### src/rtl/mm_stage_unit_if.sv
// rtl/mm_stage_unit_if.sv - data-cache request/response bus between the memory stage and the dcache
interface mm_stage_unit_if #(
    parameter int WORD_W = 32
);
    logic              dmemREN;
    logic              dmemWEN;
    logic [WORD_W-1:0] dmemaddr;
    logic [WORD_W-1:0] dmemstore;
    logic              dhit;
    logic [WORD_W-1:0] dmemload;

    modport master (
        output dmemREN,
        output dmemWEN,
        output dmemaddr,
        output dmemstore,
        input  dhit,
        input  dmemload
    );

    modport slave (
        input  dmemREN,
        input  dmemWEN,
        input  dmemaddr,
        input  dmemstore,
        output dhit,
        output dmemload
    );
endinterface

### src/rtl/mm_stage_unit.sv
// rtl/mm_stage_unit.sv - memory stage: consumes EX/MEM, drives dcache requests, produces registered MEM/WB
module mm_stage_unit #(
    parameter int TIMEOUT = 1024,
    parameter int WORD_W  = 32,
    parameter int REG_W   = 5
) (
    input  logic              CLK,
    input  logic              RST,
    input  logic              in_valid,
    input  logic              dRENi,
    input  logic              dWENi,
    input  logic [WORD_W-1:0] ALUOut,
    input  logic [WORD_W-1:0] store,
    input  logic [WORD_W-1:0] npc,
    input  logic [REG_W-1:0]  rd,
    input  logic              RegWEN,
    input  logic [1:0]        MemtoReg,
    input  logic              halt,
    input  logic              flush,
    mm_stage_unit_if.master   dmem,
    output logic              mm_stall,
    output logic              wb_valid,
    output logic [REG_W-1:0]  wb_rd,
    output logic              wb_RegWEN,
    output logic [WORD_W-1:0] wb_data,
    output logic              wb_halt,
    output logic              err
);
    localparam int CNT_W = (TIMEOUT > 1) ? $clog2(TIMEOUT) : 1;
    localparam logic [CNT_W-1:0] CNT_LAST = CNT_W'(TIMEOUT - 1);

    typedef enum logic [1:0] {
        IDLE   = 2'd0,
        ACCESS = 2'd1,
        HALTED = 2'd2
    } state_t;

    state_t            state;
    logic              ren_q;
    logic              wen_q;
    logic [WORD_W-1:0] h_alu;
    logic [WORD_W-1:0] h_store;
    logic [REG_W-1:0]  h_rd;
    logic              h_regwen;
    logic [1:0]        h_m2r;
    logic [CNT_W-1:0]  wait_cnt;

    assign dmem.dmemREN   = ren_q;
    assign dmem.dmemWEN   = wen_q;
    assign dmem.dmemaddr  = h_alu;
    assign dmem.dmemstore = h_store;

    always_ff @(posedge CLK) begin
        if (RST) begin
            state     <= IDLE;
            ren_q     <= 1'b0;
            wen_q     <= 1'b0;
            h_alu     <= '0;
            h_store   <= '0;
            h_rd      <= '0;
            h_regwen  <= 1'b0;
            h_m2r     <= 2'd0;
            wait_cnt  <= '0;
            mm_stall  <= 1'b0;
            wb_valid  <= 1'b0;
            wb_rd     <= '0;
            wb_RegWEN <= 1'b0;
            wb_data   <= '0;
            wb_halt   <= 1'b0;
            err       <= 1'b0;
        end else begin
            wb_valid <= 1'b0;
            case (state)
                IDLE: begin
                    if (in_valid && !flush) begin
                        // halt takes priority, so a halt-flagged memory op never reaches the cache
                        if (halt) begin
                            wb_valid  <= 1'b1;
                            wb_RegWEN <= 1'b0;
                            wb_halt   <= 1'b1;
                            state     <= HALTED;
                        end else if (dRENi || dWENi) begin
                            h_alu    <= ALUOut;
                            h_store  <= store;
                            h_rd     <= rd;
                            h_regwen <= RegWEN;
                            h_m2r    <= MemtoReg;
                            ren_q    <= !dWENi;
                            wen_q    <= dWENi;
                            mm_stall <= 1'b1;
                            wait_cnt <= '0;
                            state    <= ACCESS;
                        end else begin
                            wb_valid  <= 1'b1;
                            wb_rd     <= rd;
                            wb_RegWEN <= RegWEN;
                            wb_data   <= (MemtoReg == 2'd2) ? npc : ALUOut;
                        end
                    end
                end
                ACCESS: begin
                    // flush is deliberately not looked at here: the access is already committed
                    if (dmem.dhit) begin
                        ren_q     <= 1'b0;
                        wen_q     <= 1'b0;
                        mm_stall  <= 1'b0;
                        wait_cnt  <= '0;
                        state     <= IDLE;
                        wb_valid  <= 1'b1;
                        wb_rd     <= h_rd;
                        wb_RegWEN <= h_regwen;
                        wb_data   <= (!wen_q && h_m2r == 2'd1) ? dmem.dmemload : h_alu;
                    end else if (wait_cnt == CNT_LAST) begin
                        err <= 1'b1;
                    end else begin
                        wait_cnt <= wait_cnt + 1'b1;
                    end
                end
                HALTED: begin
                    wb_halt <= 1'b1;
                end
                default: begin
                    state <= IDLE;
                end
            endcase
        end
    end
endmodule

### src/flat_wrapper.sv
// flat-port wrapper written by rule: the top's interface ports become plain ports
module mm_stage_unit_flat 
#(
    parameter int TIMEOUT = 1024,
    parameter int WORD_W  = 32,
    parameter int REG_W   = 5
)
  (CLK, RST, in_valid, dRENi, dWENi, ALUOut, store, npc, rd, RegWEN, MemtoReg, halt, flush, mm_stall, wb_valid, wb_rd, wb_RegWEN, wb_data, wb_halt, err, dmem_dmemREN, dmem_dmemWEN, dmem_dmemaddr, dmem_dmemstore, dmem_dhit, dmem_dmemload);
  mm_stage_unit_if #(.WORD_W(WORD_W)) dmem_i ();
  input  logic CLK;
  input  logic RST;
  input  logic in_valid;
  input  logic dRENi;
  input  logic dWENi;
  input  logic [WORD_W-1:0] ALUOut;
  input  logic [WORD_W-1:0] store;
  input  logic [WORD_W-1:0] npc;
  input  logic [REG_W-1:0] rd;
  input  logic RegWEN;
  input  logic [1:0] MemtoReg;
  input  logic halt;
  input  logic flush;
  output logic mm_stall;
  output logic wb_valid;
  output logic [REG_W-1:0] wb_rd;
  output logic wb_RegWEN;
  output logic [WORD_W-1:0] wb_data;
  output logic wb_halt;
  output logic err;
  output wire logic [$bits(dmem_i.dmemREN)-1:0] dmem_dmemREN;
  output wire logic [$bits(dmem_i.dmemWEN)-1:0] dmem_dmemWEN;
  output wire logic [$bits(dmem_i.dmemaddr)-1:0] dmem_dmemaddr;
  output wire logic [$bits(dmem_i.dmemstore)-1:0] dmem_dmemstore;
  input wire logic [$bits(dmem_i.dhit)-1:0] dmem_dhit;
  input wire logic [$bits(dmem_i.dmemload)-1:0] dmem_dmemload;
  assign dmem_dmemREN = dmem_i.dmemREN;
  assign dmem_dmemWEN = dmem_i.dmemWEN;
  assign dmem_dmemaddr = dmem_i.dmemaddr;
  assign dmem_dmemstore = dmem_i.dmemstore;
  assign dmem_i.dhit = dmem_dhit;
  assign dmem_i.dmemload = dmem_dmemload;
  mm_stage_unit #(.TIMEOUT(TIMEOUT), .WORD_W(WORD_W), .REG_W(REG_W)) u_core (.CLK(CLK), .RST(RST), .in_valid(in_valid), .dRENi(dRENi), .dWENi(dWENi), .ALUOut(ALUOut), .store(store), .npc(npc), .rd(rd), .RegWEN(RegWEN), .MemtoReg(MemtoReg), .halt(halt), .flush(flush), .dmem(dmem_i), .mm_stall(mm_stall), .wb_valid(wb_valid), .wb_rd(wb_rd), .wb_RegWEN(wb_RegWEN), .wb_data(wb_data), .wb_halt(wb_halt), .err(err));
endmodule
### config.mk
export PLATFORM = sky130hd
export DESIGN_NAME = mm_stage_unit_flat
export DESIGN_NICKNAME = d
export VERILOG_FILES = /design/src/rtl/mm_stage_unit_if.sv /design/src/rtl/mm_stage_unit.sv /design/src/flat_wrapper.sv
export SDC_FILE = /design/constraint.sdc
export NUM_CORES = 1
export LEC_CHECK = 0
export BUFFER_PORTS_ARGS = -buffer_cell sky130_fd_sc_hd__buf_4
export CORE_UTILIZATION = 43
export DETAILED_ROUTE_END_ITERATION = 8
export PLACE_DENSITY = 0.81
export RECOVER_POWER = 50
export SLEW_MARGIN = 20
export SYNTH_ARGS = -nofsm -noshare
export SYNTH_HDL_FRONTEND = slang
export SYNTH_SLANG_ARGS = --single-unit
### constraint.sdc
create_clock -name CLK -period 1.7 [get_ports CLK]
set_input_delay 0 -clock CLK [delete_from_list [all_inputs] [get_ports CLK]]
set_output_delay 0 -clock CLK [all_outputs]
set_load 0.05 [all_outputs]
==> impl_metrics.yaml, run 1 <==
setup_path:
  crit_fanout: 33
  reg2reg_slack_ps: 30
  timing.rr.start: "u_core.h_m2r[1]"
  slowest_stage: "dlygate4sd3_1"
  endpoint_kind: "register"
  cp_slowest_stage_delay_ps: 560
  worstPathArrival_ps: 2050
  cp_cell_sequence: "dlygate4sd3_1 > buf_4 > o21bai_1 > nor3_2 > and2_4 > buf_12 > nand2_1 > a21oi_1"
  timing.rr.end: "u_core.wb_data[1]"
  critical_path_required_ps: 2000
  ff2ff_path_depth: 5
  cp-start-kind: "primary input"
  worstSetupPathType: "primary input to register"
placement:
  port_buffers: 251
  dp_hpwl_mm: 12.5
  place_ws_ps: 20.1
  place_congestion: 0.848
  postPlaceCellArea_sq_um: 7730
floorplan:
  die-area_sq_um: 13500
  initial_core_util: 0.442
  row_count: 41
  coreArea_sq_um: 12700
  die_x_um: 116
  ioPinCount: 252
  die-height_um: 116
yosys:
  ys_async_sr_fraction: 0
  synth_area_per_cell_sq_um: 8.40
  synth.distinct_cells: 45
  syn_area_sq_um: 5600
  synth_nets: 812
  ys_seq_elements: 128
  synthCells: 667
  yosysSeqAreaShare: 0.457
  synth_warnings: 0
  synthFlopType: "dfxtp_1"
  synth_edf_count: 0
  yosysTopAreaCell: "dfxtp_1"
  synth_top_area_frac: 0.457
  synthTopCellsByArea: "dfxtp_1 (46%), nand2_1 (15%), mux2i_1 (12%)"
power_and_ir_drop:
  clkPwrFrac: 0.413
  power.leakage_nw: 3.69
  powerDensity_nw_per_um2: 838
  pwr-share-seq: 0.400
  switching_share: 0.281
  intPower_mw: 5.66
  total_power_mw: 7.88
  power.switching_mw: 2.22
  combPwrFrac: 0.187
  peakVddDrop_v: 0.000540
layout:
  final_nets: 1196
  fill_cells: 867
  antenna_cells: 0
  final_area_sq_um: 9410
  final_layout_size_suffix_gt1_frac: 0.229
  syn_to_final_growth_pct: 67.8
routing:
  vias: 6780
  first_pass_iters: 7
  drc: 0
  vias_per_cell: 5.49
  drt_iter0_markers: 659
  drtAntennaViolNets: 0
  routedWlPerCell_um: 19.3
  wirelength_mm: 23.8
clocking:
  clock-root-buffer: "clkbuf_16"
  cts.sinks: 128
  cts_buffers: 17
  clock_path_buffers: 2
  clock_latency_ps: 420
  htreeDepth: 4
  path_clk_slew_ps: 50
  tritoncts: "yes"
hold_path:
  hp-start: "flush"
  min_to: "u_core.wb_valid"
  holdPathStages: 4
  hp-class: "primary input to register"
timing:
  final_hold_viol_count: 0
  period_minus_slack_ps: 1750
  finalWorstSetupSlack_ps: -51.0
  hold_slack_ps: 28.7
  fmaxAchievable_ghz: 0.571
  rsz0062_at_grt: "true"
  tightest_slew_ps: 827
  slew_headroom: 0.451
  period_share: 1.03
  drv_slew: 0
  setup-tns-final_ps: -51.0
  fin_worst_skew_ps: 7.58
  setup-violations-final: 1
run:
  drv_cap: 0
global_route:
  grt_usage: 0.336
  grt_pass1_vias: 6782
  grt_max_degree: 43
  grt_pass1_wl_mm: 34.1
  overflow: 0
  grt_antenna_before_repair: 0
outcome:
  violations: "setup timing"
  status: "finished with violations"
cells in the mapped netlist, types with 2 or more instances:
| library cell | n |
|---|---|
| buf_1 | 2 |
| mux2i_1 | 67 |
| nor2b_1 | 3 |
| a311oi_1 | 5 |
| inv_1 | 3 |
| nor3b_1 | 2 |
| nand3_1 | 5 |
| clkbuf_1 | 16 |
| buf_4 | 3 |
| and2_1 | 2 |
| buf_6 | 6 |
| or3_1 | 8 |
| dfxtp_1 | 128 |
| nand2_1 | 223 |
| a21oi_1 | 84 |
| nor2_1 | 23 |
| buf_2 | 24 |
| a32o_1 | 31 |
| o21ai_0 | 6 |
worst max path at each step:
stage                                    from                 endpoint  cells past startpoint
final                                    halt  u_core.dmem.dmemaddr[1]                      8
after global routing                     halt  u_core.dmem.dmemaddr[1]                      8
after CTS                     u_core.state[0]       u_core.wait_cnt[7]                      4
after detailed placement      u_core.state[0]       u_core.wait_cnt[7]                      4
after global placement     u_core.wait_cnt[1]       u_core.wait_cnt[7]                      6
after floorplan           u_core.dmem.dmemWEN       u_core.wb_data[18]                      6
flip-flops by register name, indices dropped and copies added (netlist names):
name,flops
u_core.wait_cnt,10
u_core.state,2
u_core.dmem.dmemREN,1
u_core.h_rd,5
u_core.dmem.dmemaddr,32
u_core.wb_RegWEN,1
u_core.mm_stall,1
u_core.dmem.dmemWEN,1
u_core.wb_valid,1
u_core.wb_halt,1
u_core.err,1
u_core.wb_rd,5
u_core.h_m2r,2
u_core.dmem.dmemstore,32
u_core.h_regwen,1
u_core.wb_data,32
power groups by stage:
stage                     Clock, mW  Sequential (mW)  Combinational, mW
after floorplan                   0             3.48              0.380
after global placement            0             3.21               1.17
after detailed placement          0             3.21               1.18
final                          3.26             3.15               1.47
after CTS                      3.27             3.15               1.44
after global routing           3.42             3.16               1.54
placed cells by master, fill, tap and decap left out, types with 2 or more instances in the layout:
cell type      synthesis  final
clkbuf_16              0     18
nor2b_1                3      2
nor2_1                23     22
dfxtp_1              128    122
inv_1                  3      3
clkbuf_1              16     93
or3_1                  8      8
buf_12                 0     10
dlygate4sd3_1          0    136
nor2b_4                1      2
clkbuf_8               0      2
a311oi_1               5      5
dfxtp_2                0      6
a32o_1                31     31
clkinv_2               0      6
clkinvlp_4             0      5
buf_4                  3    176
mux2i_2                0      2
and2_4                 1      2
nand3_1                5      5
nand2_2                1      2
nand2_1              223    222
o21ai_0                6      6
a21oi_1               84     84
mux2i_1               67     65
final cells by class:
type / instances / area (sq um) / share of cell area
repair buffers: 416 / 3260 / 0.347
multi-input cells: 485 / 2820 / 0.300
flip-flops and latches: 128 / 2570 / 0.273
clock buffers: 20 / 457 / 0.0486
well taps: 172 / 215 / 0.0229
clock inverters: 11 / 67.6 / 0.00718
inverters: 3 / 11.3 / 0.00120
metrics by stage:
step | utilization | instances
6_report | 0.742 | 1235
5_1_grt | 0.742 | 1235
4_1_cts | 0.759 | 1227
3_5_place_dp | 0.610 | 1060
3_3_place_gp | 0.610 | 1060
2_1_floorplan | - | 667
cells by family after synthesis:
kind of cell               share of synthesized area
AOI/OAI and AO/OA                              0.159
xor gates and xnor gates                     0.00156
adders and majority gates                    0.00223
buffers and inverters                         0.0516
DFF                                            0.457
muxes                                          0.120
and+or+nand+nor                                0.209
worst max-delay path, delay by kind of cell:
| family | cells | cell delay [ps] |
|---|---|---|
| simple gates | 3 | 650 |
| buf+inv | 3 | 930 |
| compound gates | 2 | 450 |
routing by layer:
metal	up-vias	global-route usage	routed length, um
met1	3135	0.347	8670
li1	3058	-	-
met5	-	0.00741	0
met3	119	0.127	2410
met2	468	0.568	11400
met4	0	0.232	1270
repair_timing:
item | CTS | global route
gates resized for setup | 0 | 16
setup buffers | 0 | 7
endpoints found under the hold margin | 117 | 0
hold buffers | 136 | 0
endpoints found under the setup margin | 0 | 72
No activity file was read; power rests on OpenSTA's default activity.
==> inputs of run 2 (changes only) <==
--- a/config.mk
+++ b/config.mk
@@ -5,10 +5,11 @@
 export SDC_FILE = /design/constraint.sdc
 export NUM_CORES = 1
 export LEC_CHECK = 0
+export ABC_AREA = 1
 export BUFFER_PORTS_ARGS = -buffer_cell sky130_fd_sc_hd__buf_4
 export CORE_UTILIZATION = 43
 export DETAILED_ROUTE_END_ITERATION = 8
-export PLACE_DENSITY = 0.81
+export PLACE_DENSITY = 0.8
 export RECOVER_POWER = 50
 export SLEW_MARGIN = 20
 export SYNTH_ARGS = -nofsm -noshare
==> impl_metrics.yaml, run 2 <==
global_route:
  grt_max_degree: 70
  overflow: 0
  grt_antenna_before_repair: 0
  grt_pass1_wl_mm: 34.2
  grt_pass1_vias: 7014
  grt_usage: 0.305
setup_path:
  cp_cell_sequence: "nor2_2 > inv_1 > nor2_4 > nand2_4 > buf_4 > o21ai_0 > a21oi_1"
  startpoint: "u_core.state[0]"
  critical_path_required_ps: 2000
  endpoint_kind: "register"
  cp-start-kind: "register"
  worstPathArrival_ps: 1910
  cp_slowest_stage_delay_ps: 360
  slowest_stage: "dfxtp_1"
  reg2reg_slack_ps: 90
  crit_fanout: 46
  timing.rr.start: "u_core.state[0]"
  worstSetupPathType: "register to register"
floorplan:
  coreArea_sq_um: 12800
  die_x_um: 118
  die-height_um: 118
  ioPinCount: 252
  row_count: 41
  initial_core_util: 0.450
  die-area_sq_um: 13900
timing:
  fin_worst_skew_ps: 7.93
  drv_slew: 0
  rsz0062_at_grt: "false"
  setup-tns-final_ps: 0
  fmaxAchievable_ghz: 0.619
  tightest_slew_ps: 672
  period_share: 0.950
  setup-violations-final: 0
  period_minus_slack_ps: 1610
  final_hold_viol_count: 0
  slew_headroom: 0.554
yosys:
  synthFlopType: "dfxtp_1"
  synth.distinct_cells: 28
  syn_area_sq_um: 5770
  synth_warnings: 0
  synth_area_per_cell_sq_um: 6.98
  synthTopCellsByCount: "o21ai_0 (169), nor2_1 (137), dfxtp_1 (128), a21oi_1 (115), nand2_1 (79)"
  synthTopCellsByArea: "dfxtp_1 (44%), o21ai_0 (15%), a21oi_1 (10%)"
  synth_most_common_cell: "o21ai_0"
  ys_seq_elements: 128
  synthCells: 826
  yosysSeqAreaShare: 0.444
  synth_nets: 971
  ys_async_sr_fraction: 0
  synth_edf_count: 0
  synth_top_area_frac: 0.444
  yosysTopAreaCell: "dfxtp_1"
routing:
  drtAntennaViolNets: 0
  drc: 0
  drt_iter0_markers: 594
  first_pass_iters: 5
  vias_per_cell: 5.32
  wirelength_mm: 21.2
  routedWlPerCell_um: 15.6
  vias: 7214
layout:
  multiInputGateArea_sq_um: 2680
  layout.cells.most_common: "o21ai_0"
  antenna_cells: 0
  final_layout_size_suffix_gt1_frac: 0.176
  fill_cells: 1076
  layout_common_cells: "o21ai_0 (168), buf_4 (150), nor2_1 (135)"
  utilization: 0.715
  final_nets: 1317
  regArea_sq_um: 2560
  syn_to_final_growth_pct: 59.0
clocking:
  cts_buffers: 17
  htreeDepth: 4
  clock_path_buffers: 2
  tritoncts: "yes"
  clock-root-buffer: "clkbuf_16"
  cts.sinks: 128
  clock_latency_ps: 420
  post-cts-setup-buffers: 0
  path_clk_slew_ps: 60
placement:
  place_congestion: 0.851
  dp_hpwl_mm: 12.0
  port_buffers: 251
power_and_ir_drop:
  intPower_mw: 5.85
  peakVddDrop_v: 0.000709
  power.switching_mw: 2.56
  combPwrFrac: 0.201
  power.leakage_nw: 3.66
  pwr-share-seq: 0.382
  switching_share: 0.305
  clkPwrFrac: 0.417
  powerDensity_nw_per_um2: 917
hold_path:
  hp-class: "primary input to register"
  hp-start: "npc[5]"
run:
  drv_cap: 0
outcome:
  status: "finished clean"
## run 2: changes by cell type after synthesis, sizes merged, moves of 9 or more
cell    delta
inv       +61
nand2    -142
o21ai    +173
nand3     +40
mux2i     -67
buf        -9
a32o      -31
clkbuf    +16
a21oi     +30
nor2     +117
## run 2: cell type report
class	count	share of cell area
clock buffer	18	0.0479
clock inverter	14	0.0146
inverter	65	0.0266
multi-input combinational	575	0.293
sequential	128	0.279
tap	172	0.0235
timing repair buffer	385	0.315
## run 2: power groups by stage
stage / Clock [mW] / Combinational, mW / Sequential (mW)
after floorplan: 0 / 0.467 / 3.71
after global placement: 0 / 1.52 / 3.28
after detailed placement: 0 / 1.53 / 3.28
after CTS: 3.54 / 1.75 / 3.22
after global routing: 3.70 / 1.80 / 3.23
final: 3.51 / 1.69 / 3.22
## run 2: stage by stage
step	total power, mW	cell area, sq um	hold WS, ps	worst slack (ps)	instances
CTS	8.51	9580	2.80	120	1357
detailed placement	4.81	7820	226	183	1207
global route	8.73	9170	45.4	12.7	1357
finish	8.41	9170	21.8	85.5	1357
global placement	4.79	7820	219	232	1207
floorplan	4.18	5770	105	171	826
## run 2: logic make-up after synthesis
| group | count (synthesis) | share of synthesized area |
|---|---|---|
| buf+inv | 123 | 0.0946 |
| fa+ha+maj | 1 | 0.00217 |
| compound gates | 299 | 0.261 |
| flops | 128 | 0.444 |
| simple gates | 275 | 0.198 |
## run 2: routing by layer
layer,wire length [um],up-vias,global-route usage
met3,1590,89,0.0761
met4,958,0,0.176
met1,8010,3290,0.336
met2,10600,396,0.531
met5,0,-,0
li1,-,3439,-
## run 2: critical path: cells and delay by family (launching register included)
| kind | cells | cell delay (ps) |
|---|---|---|
| DFF | 1 | 360 |
| buffers and inverters | 2 | 390 |
| AOI/OAI and AO/OA | 2 | 340 |
| and+or+nand+nor | 3 | 390 |
## run 2: worst paths after layout
path                               to  cells past startpoint
min                 u_core.wb_data[5]                      5
min reg2reg            u_core.h_rd[4]                      2
max          u_core.dmem.dmemaddr[17]                      7
max reg2reg  u_core.dmem.dmemaddr[17]                      7
## run 2: repair_timing
item,CTS,global route
hold buffers,118,0
hold endpoints to repair,114,0
setup endpoints to repair,0,1
resized for setup,0,1
==> inputs of run 3 (changes only) <==
--- a/config.mk
+++ b/config.mk
@@ -11,6 +11,7 @@
 export DETAILED_ROUTE_END_ITERATION = 8
 export PLACE_DENSITY = 0.8
 export RECOVER_POWER = 50
+export REMOVE_ABC_BUFFERS = 1
 export SLEW_MARGIN = 20
 export SYNTH_ARGS = -nofsm -noshare
 export SYNTH_HDL_FRONTEND = slang
==> impl_metrics.yaml, run 3 (synthesized netlist as in run 2, its figures left out) <==
routing:
  wirelength_mm: 22.1
  first_pass_iters: 8
  wl_met1_mm: 8.35
  vias_per_cell: 5.33
  routedWlPerCell_um: 16.1
  met3_length_mm: 1.63
  drtAntennaViolNets: 0
  top_layer_used: "met4"
  drc: 0
  drt_iter0_markers: 530
  wl_met2_mm: 10.9
  vias: 7303
placement:
  port_buffers: 251
  place_congestion: 0.840
  postPlaceCellArea_sq_um: 7830
  dp_hpwl_mm: 12.6
timing:
  drv_slew: 0
  fin_worst_skew_ps: 7.61
  period_minus_slack_ps: 1590
  slew_headroom: 0.550
  fmaxAchievable_ghz: 0.628
  period_share: 0.937
  hold_slack_ps: 8.89
  rsz0062_at_grt: "false"
  final_hold_viol_count: 0
  tightest_slew_ps: 677
  setup-violations-final: 0
setup_path:
  worstSetupPathType: "register to register"
  timing.rr.start: "u_core.state[0]"
  timing.rr.end: "u_core.wb_data[10]"
  critical_path_required_ps: 2060
  cp_slowest_stage_delay_ps: 410
  cp-endpoint: "u_core.wb_data[10]"
  cp_cell_sequence: "nand2_2 > buf_4 > a21oi_1 > o21ai_0 > o21ai_0 > nor2_1 > nor2_1"
  startpoint: "u_core.state[0]"
  crit_fanout: 20
  worstPathArrival_ps: 1950
  slowest_stage: "dfxtp_1"
  cp-start-kind: "register"
  ff2ff_path_depth: 7
  endpoint_kind: "register"
  reg2reg_slack_ps: 110
power_and_ir_drop:
  combPwrFrac: 0.199
  pwr-share-seq: 0.376
  powerDensity_nw_per_um2: 925
  power.switching_mw: 2.48
  peakVddDrop_v: 0.000607
  clkPwrFrac: 0.425
  switching_share: 0.290
  intPower_mw: 6.08
  power.leakage_nw: 3.72
hold_path:
  holdPathStages: 5
  hp-class: "primary input to register"
global_route:
  grt_usage: 0.316
  grt_pass1_wl_mm: 35.1
  overflow: 0
  grt_antenna_before_repair: 1
  grt_max_degree: 57
  grt_pass1_vias: 7172
floorplan:
  die-height_um: 118
  ioPinCount: 252
  coreArea_sq_um: 12800
  initial_core_util: 0.450
  die_x_um: 118
  die-area_sq_um: 13900
  row_count: 41
clocking:
  clock_path_buffers: 2
  tritoncts: "yes"
  path_clk_slew_ps: 60
  post-cts-setup-buffers: 0
  clock_latency_ps: 420
  cts_buffers: 17
  htreeDepth: 4
  cts.sinks: 128
  clock-root-buffer: "clkbuf_16"
layout:
  final_area_sq_um: 9260
  utilization: 0.722
  multiInputGateArea_sq_um: 2680
  regArea_sq_um: 2560
  layout_common_cells: "o21ai_0 (169), buf_4 (160), nor2_1 (135)"
  layout.cells.most_common: "o21ai_0"
  syn_to_final_growth_pct: 60.6
  fill_cells: 1036
  final_layout_size_suffix_gt1_frac: 0.179
  final_nets: 1329
run:
  drv_cap: 0
outcome:
  status: "finished clean"
[run 3: what timing repair did]
action                                 in CTS  in global routing
setup endpoints to repair                  37                 36
pin swaps                                   0                  0
endpoints found under the hold margin     115                  0
gates resized for setup                     1                  4
hold buffers                              123                  0
[run 3: metal layers]
metal / GRT usage / vias up
met4: 0.212 / 0
met5: 0 / -
met3: 0.0649 / 106
met1: 0.347 / 3325
met2: 0.549 / 408
li1: - / 3464
[run 3: worst min path at each step]
stage | to | startpoint | slack, ps
6_report | u_core.wb_data[1] | npc[1] | 9
5_1_grt | u_core.wb_data[8] | npc[8] | 20
4_1_cts | u_core.wb_data[21] | npc[21] | 3
3_5_place_dp | u_core.dmem.dmemREN | dWENi | 220
3_3_place_gp | u_core.dmem.dmemREN | dWENi | 220
2_1_floorplan | u_core.dmem.dmemstore[0] | RST | 70
[run 3: final cells by class]
cell class | instances | share of cell area
well taps | 172 | 0.0232
clock buffers | 22 | 0.0523
multi-input cells | 575 | 0.290
clock inverters | 10 | 0.0118
diodes | 1 | 0.000270
inverters | 65 | 0.0269
flip-flops and latches | 128 | 0.277
repair buffers | 397 | 0.319
[run 3: power by group through the flow]
stage | Combinational, mW | Clock [mW] | Sequential [mW]
floorplan | 0.403 | 0 | 3.71
global placement | 1.51 | 0 | 3.28
CTS | 1.76 | 3.65 | 3.22
global route | 1.81 | 3.80 | 3.23
detailed placement | 1.52 | 0 | 3.28
finish | 1.70 | 3.64 | 3.22
[run 3: through the flow]
stage / std cells / TNS, ps / total power, mW / setup WS, ps
4_1_cts: 1369 / 0 / 8.62 / 57.3
3_5_place_dp: 1214 / -454 / 4.80 / -51.6
2_1_floorplan: 768 / -113000 / 4.11 / -1230
3_3_place_gp: 1214 / 0 / 4.79 / 56.5
6_report: 1370 / 0 / 8.57 / 107
5_1_grt: 1370 / 0 / 8.84 / 16.8
[run 3: worst max-delay path, delay by kind of cell (launching register included)]
kind | cells | cell delay, ps
AOI/OAI and AO/OA | 3 | 570
DFF | 1 | 410
and+or+nand+nor | 3 | 310
buffers and inverters | 1 | 240
